## src/rtl/boot_streamer.sv

```systemverilog
// Host-side UART boot initiator: streams a local program image out as byte pairs,
// triggers the target readback, then compares every returned word against the image.
module boot_streamer #(
  parameter int WORDS          = 64,
  parameter int ADR_W          = 6,
  parameter int TIMEOUT_CYCLES = 200000
) (
  input  logic             clk,
  input  logic             rst_n,
  input  logic             ce,
  input  logic             start,
  output logic [ADR_W-1:0] mem_adr,
  output logic             mem_rd_en,
  input  logic [15:0]      mem_dout,
  output logic [7:0]       tx_byte,
  output logic             tx_byte_en,
  input  logic             tx_afull,
  input  logic [7:0]       rx_byte,
  input  logic             rx_byte_en,
  output logic             scan_req,
  output logic             busy,
  output logic             done,
  output logic             pass,
  output logic             timeout,
  output logic [6:0]       err_count
);

  localparam int               TO_W     = $clog2(TIMEOUT_CYCLES + 1);
  localparam logic [ADR_W-1:0] LAST_ADR = ADR_W'(WORDS - 1);
  localparam logic [TO_W-1:0]  TO_LAST  = TO_W'(TIMEOUT_CYCLES - 1);

  typedef enum logic [3:0] {
    S_IDLE, S_READ, S_LATCH, S_SEND_HI, S_SEND_LO, S_SCAN,
    S_RX_HI, S_RX_LO, S_RD_CMP, S_CMP, S_DONE
  } state_t;

  state_t           r_state;
  logic [ADR_W-1:0] r_cnt;
  logic [15:0]      r_word;
  logic [7:0]       r_rx_hi;
  logic [15:0]      r_rx_word;
  logic [TO_W-1:0]  r_to_cnt;
  logic [6:0]       r_err;
  logic             r_pass;
  logic             r_timeout;

  logic       w_last;
  logic       w_sending;
  logic       w_mismatch;
  logic [6:0] w_err_next;

  assign w_last     = (r_cnt == LAST_ADR);
  assign w_sending  = (r_state == S_SEND_HI) || (r_state == S_SEND_LO);
  assign w_mismatch = (mem_dout != r_rx_word);
  assign w_err_next = r_err + {6'd0, w_mismatch};

  // NOTE: the strobes are decoded from the registered state rather than registered
  // a second time, so they react to tx_afull and ce in the very cycle they are issued.
  assign mem_adr    = r_cnt;
  assign mem_rd_en  = (r_state == S_READ) || (r_state == S_RD_CMP);
  assign tx_byte    = (r_state == S_SEND_HI) ? r_word[15:8] : r_word[7:0];
  assign tx_byte_en = ce && w_sending && !tx_afull;
  assign scan_req   = ce && (r_state == S_SCAN);
  assign busy       = (r_state != S_IDLE) && (r_state != S_DONE);
  assign done       = (r_state == S_DONE);
  assign pass       = r_pass;
  assign timeout    = r_timeout;
  assign err_count  = r_err;

  // NOTE: every register, data latches included, is reset so an abort leaves nothing stale.
  always_ff @(posedge clk or negedge rst_n) begin
    if (!rst_n) begin
      r_state   <= S_IDLE;
      r_cnt     <= '0;
      r_word    <= '0;
      r_rx_hi   <= '0;
      r_rx_word <= '0;
      r_to_cnt  <= '0;
      r_err     <= '0;
      r_pass    <= 1'b0;
      r_timeout <= 1'b0;
    end else if (ce) begin
      case (r_state)
        S_IDLE: begin
          if (start) begin
            r_err     <= '0;
            r_pass    <= 1'b0;
            r_timeout <= 1'b0;
            r_cnt     <= '0;
            r_state   <= S_READ;
          end
        end
        S_READ:  r_state <= S_LATCH;
        S_LATCH: begin
          r_word  <= mem_dout;
          r_state <= S_SEND_HI;
        end
        S_SEND_HI: if (!tx_afull) r_state <= S_SEND_LO;
        S_SEND_LO: begin
          if (!tx_afull) begin
            if (w_last) begin
              r_state <= S_SCAN;
            end else begin
              r_cnt   <= r_cnt + 1'b1;
              r_state <= S_READ;
            end
          end
        end
        S_SCAN: begin
          r_cnt    <= '0;
          r_to_cnt <= '0;
          r_state  <= S_RX_HI;
        end
        S_RX_HI, S_RX_LO: begin
          // A byte arriving on the expiry cycle still counts and restarts the wait.
          if (rx_byte_en) begin
            r_to_cnt <= '0;
            if (r_state == S_RX_HI) begin
              r_rx_hi <= rx_byte;
              r_state <= S_RX_LO;
            end else begin
              r_rx_word <= {r_rx_hi, rx_byte};
              r_state   <= S_RD_CMP;
            end
          end else if (r_to_cnt == TO_LAST) begin
            r_timeout <= 1'b1;
            r_state   <= S_DONE;
          end else begin
            r_to_cnt <= r_to_cnt + 1'b1;
          end
        end
        S_RD_CMP: r_state <= S_CMP;
        S_CMP: begin
          r_err <= w_err_next;
          if (w_last) begin
            r_pass  <= (w_err_next == 7'd0);
            r_state <= S_DONE;
          end else begin
            r_cnt   <= r_cnt + 1'b1;
            r_state <= S_RX_HI;
          end
        end
        S_DONE:  r_state <= S_IDLE;
        default: r_state <= S_IDLE;
      endcase
    end
  end

endmodule

```

## config.mk

```make
export PLATFORM = sky130hd
export DESIGN_NAME = boot_streamer
export DESIGN_NICKNAME = d
export VERILOG_FILES = /design/src/rtl/boot_streamer.sv
export SDC_FILE = /design/constraint.sdc
export NUM_CORES = 1
export LEC_CHECK = 0
export CAP_MARGIN = 20
export CORE_AREA = 2 2 102 104
export CTS_CLUSTER_DIAMETER = 60
export DETAILED_ROUTE_END_ITERATION = 12
export DIE_AREA = 0 0 104 106
export PLACE_DENSITY = 0.69
export SLEW_MARGIN = 5
export SYNTH_ARGS = -nofsm -noshare
export SYNTH_HDL_FRONTEND = slang
export SYNTH_SLANG_ARGS = --single-unit
```

## constraint.sdc

```tcl
create_clock -name clk -period 2.3 [get_ports clk]
set_clock_uncertainty 0.15 [all_clocks]
set_input_delay 0.46 -clock clk [delete_from_list [all_inputs] [get_ports clk]]
set_output_delay 0.46 -clock clk [all_outputs]
set_load 0.05 [all_outputs]
```

; Word level (Yosys, flattened, before mapping)
; Index checks and enable logic that the tools add are counted.
[op_classes]
add_sub_neg = 3
multipliers = 0
div = 0
n_lt_le_gt_ge = 0
eq_ne = 22
shift = 0
muxes = 25
bitwise_logic = 1
reduce_logical = 24
[ops]
columns = op, n
row1 = two-way mux 18 bit, 2
row2 = one-hot mux 18 bit (2 select lines), 1
row3 = one-hot mux 4 bit (9 select lines), 1
row4 = two-way mux 4 bit, 7
row5 = one-hot mux 6 bit (4 select lines), 1
row6 = adder 18 x 1 -> 18 bit (second input constant), 1
row7 = == test 18 bit (second input constant), 1
row8 = two-way mux 6 bit, 3
row9 = == test 4 x 3 -> 1 bit (second input constant), 4
row10 = != test 16 bit, 1
row11 = AND reduction 4 bit, 4
row12 = one-hot mux 7 bit (2 select lines), 1
row13 = == test 4 bit (second input constant), 3
row14 = != test 2 bit (second input constant), 6
row15 = AND reduction 5 bit, 2
row16 = == test 4 x 2 -> 1 bit (second input constant), 2
row17 = two-way mux 8 bit, 1
row18 = nonzero test 4 bit, 2
row19 = adder 7 x 1 -> 7 bit, 1
row20 = zero test 7 bit, 1
row21 = two-way mux 7 bit, 1
row22 = adder 6 x 1 -> 6 bit (second input constant), 1
row23 = == test 6 bit (second input constant), 1
row24 = != test 3 bit (second input constant), 2
row25 = 14 further kinds, 25
[word_totals]
regBits = 77
latchBits = 0
mem_bits_rw = 0
romBits = 0
input_bits = 30
output_inout_bits = 28
wordCells = 84
n_memories = 0

; Logic depth before layout (Yosys ltp)
[depth]
word_depth = 5
ltp_mapped = 10
mapped_depth_nobuf = 10

; Least setup slack after synthesis
; No wires, ideal clock.
[synth_timing]
path_type = register -> output
start = register r_state[1]
end = output busy
arrival_time_ns = 3.129
setup_slack_ns = -1.439
path_stages_with_launch = 5
path_buffers = 2
cell_sequence = dfrtp_1 > buf_2 > clkbuf_1 > nor4bb_1 > nor2_1
[synth_between]
elab_chain_cells = 2
word_cells_on_any_way = 3
cone_classes = eq/ne (1) / reduce/logical (2)
[synth_lines]
columns = item, line
row1 = from (decl), 37  ; state_t r_state;
row2 = from (signal assigned), 73  ; r_state <= S_IDLE;
row3 = from (signal assigned), 90  ; r_state <= S_READ;
row4 = from (signal assigned), 93  ; S_READ: r_state <= S_LATCH;
row5 = != test 4 bit or nonzero test 4 bit (tied branches), 64  ; assign busy = (r_state != S_IDLE) && (r_state != S_DONE);
row6 = logical AND 1 bit *, 64
row7 = to (decl), 21  ; output logic busy,
; Mark *: on every way between the ends. The rest lies on a longest branch, timed or not.

; Worst setup path in the final report
[layout_timing]
start = register r_rx_word[8]
end = register r_pass (netlist: pass)
[layout_between]
elab_chain_cells = 5
[layout_lines]
columns = item, line
row1 = from (decl), 41  ; logic [15:0] r_rx_word;
row2 = from (signal assigned), 122  ; r_rx_word <= {r_rx_hi, rx_byte};
row3 = != test 16 bit, 54  ; assign w_mismatch = (mem_dout != r_rx_word);
row4 = adder 7 x 1 -> 7 bit, 55  ; assign w_err_next = r_err + {6'd0, w_mismatch};
row5 = zero test 7 bit, 136  ; r_pass <= (w_err_next == 7'd0);
row6 = two-way mux 1 bit, 135  ; if (w_last) begin
row7 = one-hot mux 1 bit (2 select lines), 83  ; case (r_state)
row8 = to (signal assigned), 136
row9 = to (decl), 44  ; logic r_pass;
; No other way between the ends. The select of a mux whose other input is x is not followed.
; A chain may end at the register's enable or synchronous reset.

==> key figures <==
Outcome
  • Status: finished with violations
  • Failing checks: setup timing

STA
  • Relative slew slack: around 64%
  • Hold slack final: 357 ps
  • Unrepaired setup endpoints after global routing: yes
  • Worst-margin pin slew: between 500 and 600 ps
  • Minimum clock period: 2460 ps
  • Final setup violating endpoints: 11
  • Fmax: ~410 MHz
  • Worst setup margin: -158 ps
  • Final Max Tran Viols: 0
  • Fin. Hold Viols: 0
  • Post-route clock period utilization: 107%
  • Setup TNS Final: -1310 ps

Hold path
  • Hold crit path type: flip-flop to flip-flop

Pwr
  • Leakage: 2.56 nW
  • Internal power: 3.87 mW
  • NetSw: 2.41 mW
  • Clock share of power: between 10% and 20%
  • Switching fraction of total power: 38.3%
  • Power per Cell Area: 1070 mW/mm2
  • Combinational power share: 50.6%
  • Sequential share of power: about 32%
  • Peak VDD IR: 0.754 mV

Route
  • Total Wirelength: 10700 um
  • ANT nets after route: 0
  • Vias after detailed routing: 3638
  • DRT Pass-1 Iters: 5
  • Vias per cell: 5.51
  • Routed wire per std cell: 16.2 um
  • Initial DRC Count: 187
  • Drt drc: 0

Setup path
  • Worst Path Buf+Inv: 1
  • Crit-path max FO: 3
  • Critical Path, Cell by Cell: xor2_1, nor4_1, nand4_1, ha_2, ha_4, buf_4, and2_4, a21oi_4, o32ai_2, nand2_1, o41ai_2
  • Startpoint Class: flip-flop
  • Crit path max-delay family: simple AND/OR/NAND/NOR gates
  • Crit. End Element: flip-flop
  • CP Data Arrival Time: 2530 ps
  • WS Path Type: flip-flop to flip-flop
  • Delay of the slowest cell on the worst path: 410 ps
  • Slowest CP cell: dfrtp_1
  • Req. time, crit path: 2370 ps

Finish
  • Sequential cell area: around 0.0019 mm2
  • P&R area growth vs syn: 35.8%
  • Most common cell after layout, fill and taps aside: dfrtp_1
  • Share of cells above drive strength 1: 32.1%
  • Multi-input gate area: between 0.002 and 0.0025 mm2
  • Nets: about 550
  • Most frequent cells in the layout: dfrtp_1, buf_4, mux2_2, nand2_1, o21ai_0
  • Antenna fix cells: 0
  • Fill count: 843
  • Non-filler instance count after layout: 660

Synthesis
  • Mapped Cells: 412
  • Syn_area_per_cell: 10.5 um2
  • Post-Syn Area: about 0.0043 mm2
  • Seq/Total Area, Yosys: 44.4%
  • Yosys cell types: around 70
  • Synth Register Bits: 77
  • Top_reg_cell synth: dfrtp_1
  • EDFF count, synth: 0
  • Async SR Flop Fraction: 100%
  • Yosys warns: 0
  • Syn_nets: 446

Die
  • FP Rows: 37
  • Die width: 104 um
  • Die H: 106 um
  • Initial Utilization: 43.4%
  • Die footprint: 0.0110 mm2
  • Core region area: ~0.01 mm2
  • I/O pins: 58

Clock network
  • Total CTS buffers: 9
  • Root Driver: clkbuf_8
  • CTS max path bufs: 2
  • # clock sinks: 77
  • Clk_lat worst skew: 350 ps
  • Clock slew at the register clock pins of the worst setup and hold paths: 90 ps
  • H-tree Lvls: 3
  • CTS tree: yes

Run
  • Max cap viols: 0

Placement
  • GP Congestion: 0.913
  • Number of port buffers: 57
  • DP Cell Count: 631
  • Dpl ws: -794 ps
  • Dpl hpwl: 7600 um

Global routing
  • Overflow after GRT: 0
  • First-pass GRT wire length: approximately 18000 um
  • Initial antenna violation count: 0
  • Vias in the first global route: 3659
  • Largest net degree at the start of global routing: 38
  • Total Routing Usage GR: approximately 20%
state kept, by name (all words and copies together) (netlist names):
register   cells
err_count      7
mem_adr        6
pass           1
r_rx_hi        8
r_rx_word     16
r_state        4
r_to_cnt      18
r_word        16
timeout        1
timing repair:
action                                  CTS  global route
pin swaps                                20            10
cloned                                    0             0
endpoints found under the setup margin   15            16
hold buffers                              1             0
endpoints found under the hold margin    34             0
resized for setup                        62            10
setup buffers                             4             8
path summary, 6_finish.rpt:
check / from / to / slack, ps / depth (start not counted)
worst max-delay path: r_rx_word[8] / pass / -160 / 11
worst min-delay path: r_to_cnt[17] / r_to_cnt[17] / 360 / 1
worst max register to register: r_rx_word[8] / pass / -160 / 11
worst min register to register: r_to_cnt[17] / r_to_cnt[17] / 360 / 1
max in group asynchronous: rst_n / r_word[7] / 900 / 3
min in group asynchronous: rst_n / r_to_cnt[17] / 460 / 2
power by group through the flow:
stage | Combinational, mW | Clock (mW) | Sequential [mW]
2_1_floorplan | 1.80 | 0 | 2.05
3_3_place_gp | 2.67 | 0 | 2.03
3_5_place_dp | 2.70 | 0 | 2.05
4_1_cts | 3.05 | 1.09 | 2.02
5_1_grt | 3.40 | 1.16 | 2.08
6_report | 3.18 | 1.08 | 2.03
metrics by stage:
stage          total power [mW]  area (um2)  util [%]
6_report                   6.28        5900      59.0
5_1_grt                    6.64        5900      59.0
4_1_cts                    6.17        5800      58.0
3_5_place_dp               4.75        5400      54.0
3_3_place_gp               4.70        5400      54.0
2_1_floorplan              3.86        4370         -
cell usage after synthesis (2+ instances only):
| cell type | count | area share [%] |
|---|---|---|
| buf_1 | 2 | 0.17 |
| nor3_1 | 5 | 0.58 |
| a21oi_1 | 14 | 1.6 |
| mux2_2 | 48 | 12 |
| dfrtp_1 | 77 | 44 |
| nor4bb_1 | 5 | 1.2 |
| o21a_1 | 2 | 0.35 |
| a31oi_1 | 5 | 0.72 |
| a22o_1 | 3 | 0.60 |
| o21ai_1 | 3 | 0.35 |
| o21ai_0 | 27 | 3.1 |
| mux2i_1 | 6 | 1.4 |
| nor4b_1 | 3 | 0.60 |
| nand3b_1 | 4 | 0.69 |
| nand4_1 | 6 | 0.86 |
| nor4_1 | 7 | 1.0 |
| or3_1 | 5 | 0.72 |
| xnor2_1 | 3 | 0.60 |
| inv_1 | 8 | 0.69 |
| ha_1 | 4 | 1.2 |
| buf_2 | 6 | 0.69 |
| and2_1 | 3 | 0.43 |
| and4_4 | 2 | 0.52 |
| or4_1 | 5 | 0.86 |
| and3_1 | 4 | 0.58 |
| nand2_1 | 34 | 2.9 |
| o31ai_1 | 8 | 1.4 |
| a21o_1 | 6 | 1.0 |
| clkbuf_1 | 5 | 0.43 |
| and4_1 | 2 | 0.40 |
| buf_6 | 2 | 0.52 |
| nand2b_1 | 5 | 0.72 |
| nand3_1 | 19 | 2.2 |
| nor3_2 | 3 | 0.69 |
| xor2_1 | 17 | 3.4 |
| nor2_1 | 19 | 1.6 |
| o211ai_1 | 3 | 0.52 |
per-layer routing:
layer | GRT usage, % | vias up | wire, um
li1 | - | 1751 | -
met1 | 26.1 | 1801 | 4850
met2 | 34.4 | 78 | 5370
met3 | 3.43 | 8 | 375
met4 | 5.41 | 0 | 90
met5 | 0 | - | 0
kinds of logic after synthesis:
group	after synthesis	synth area share, %
simple gates	148	20.6
buf+inv	24	2.68
flops	77	44.4
fa+ha+maj	4	1.15
xor+xnor	20	4.03
compound gates	83	12.8
mux	56	14.4
area by class of cell:
type / instances / share of cell area (%)
Sequential cell: 77 / 32.7
Clock buffer: 9 / 2.10
Tap cell: 136 / 2.89
Clock inverter: 7 / 1.40
Inverter: 8 / 0.509
Multi-Input combinational cell: 311 / 41.5
Timing Repair Buffer: 112 / 18.9
Power figures use the tool's default switching activity.
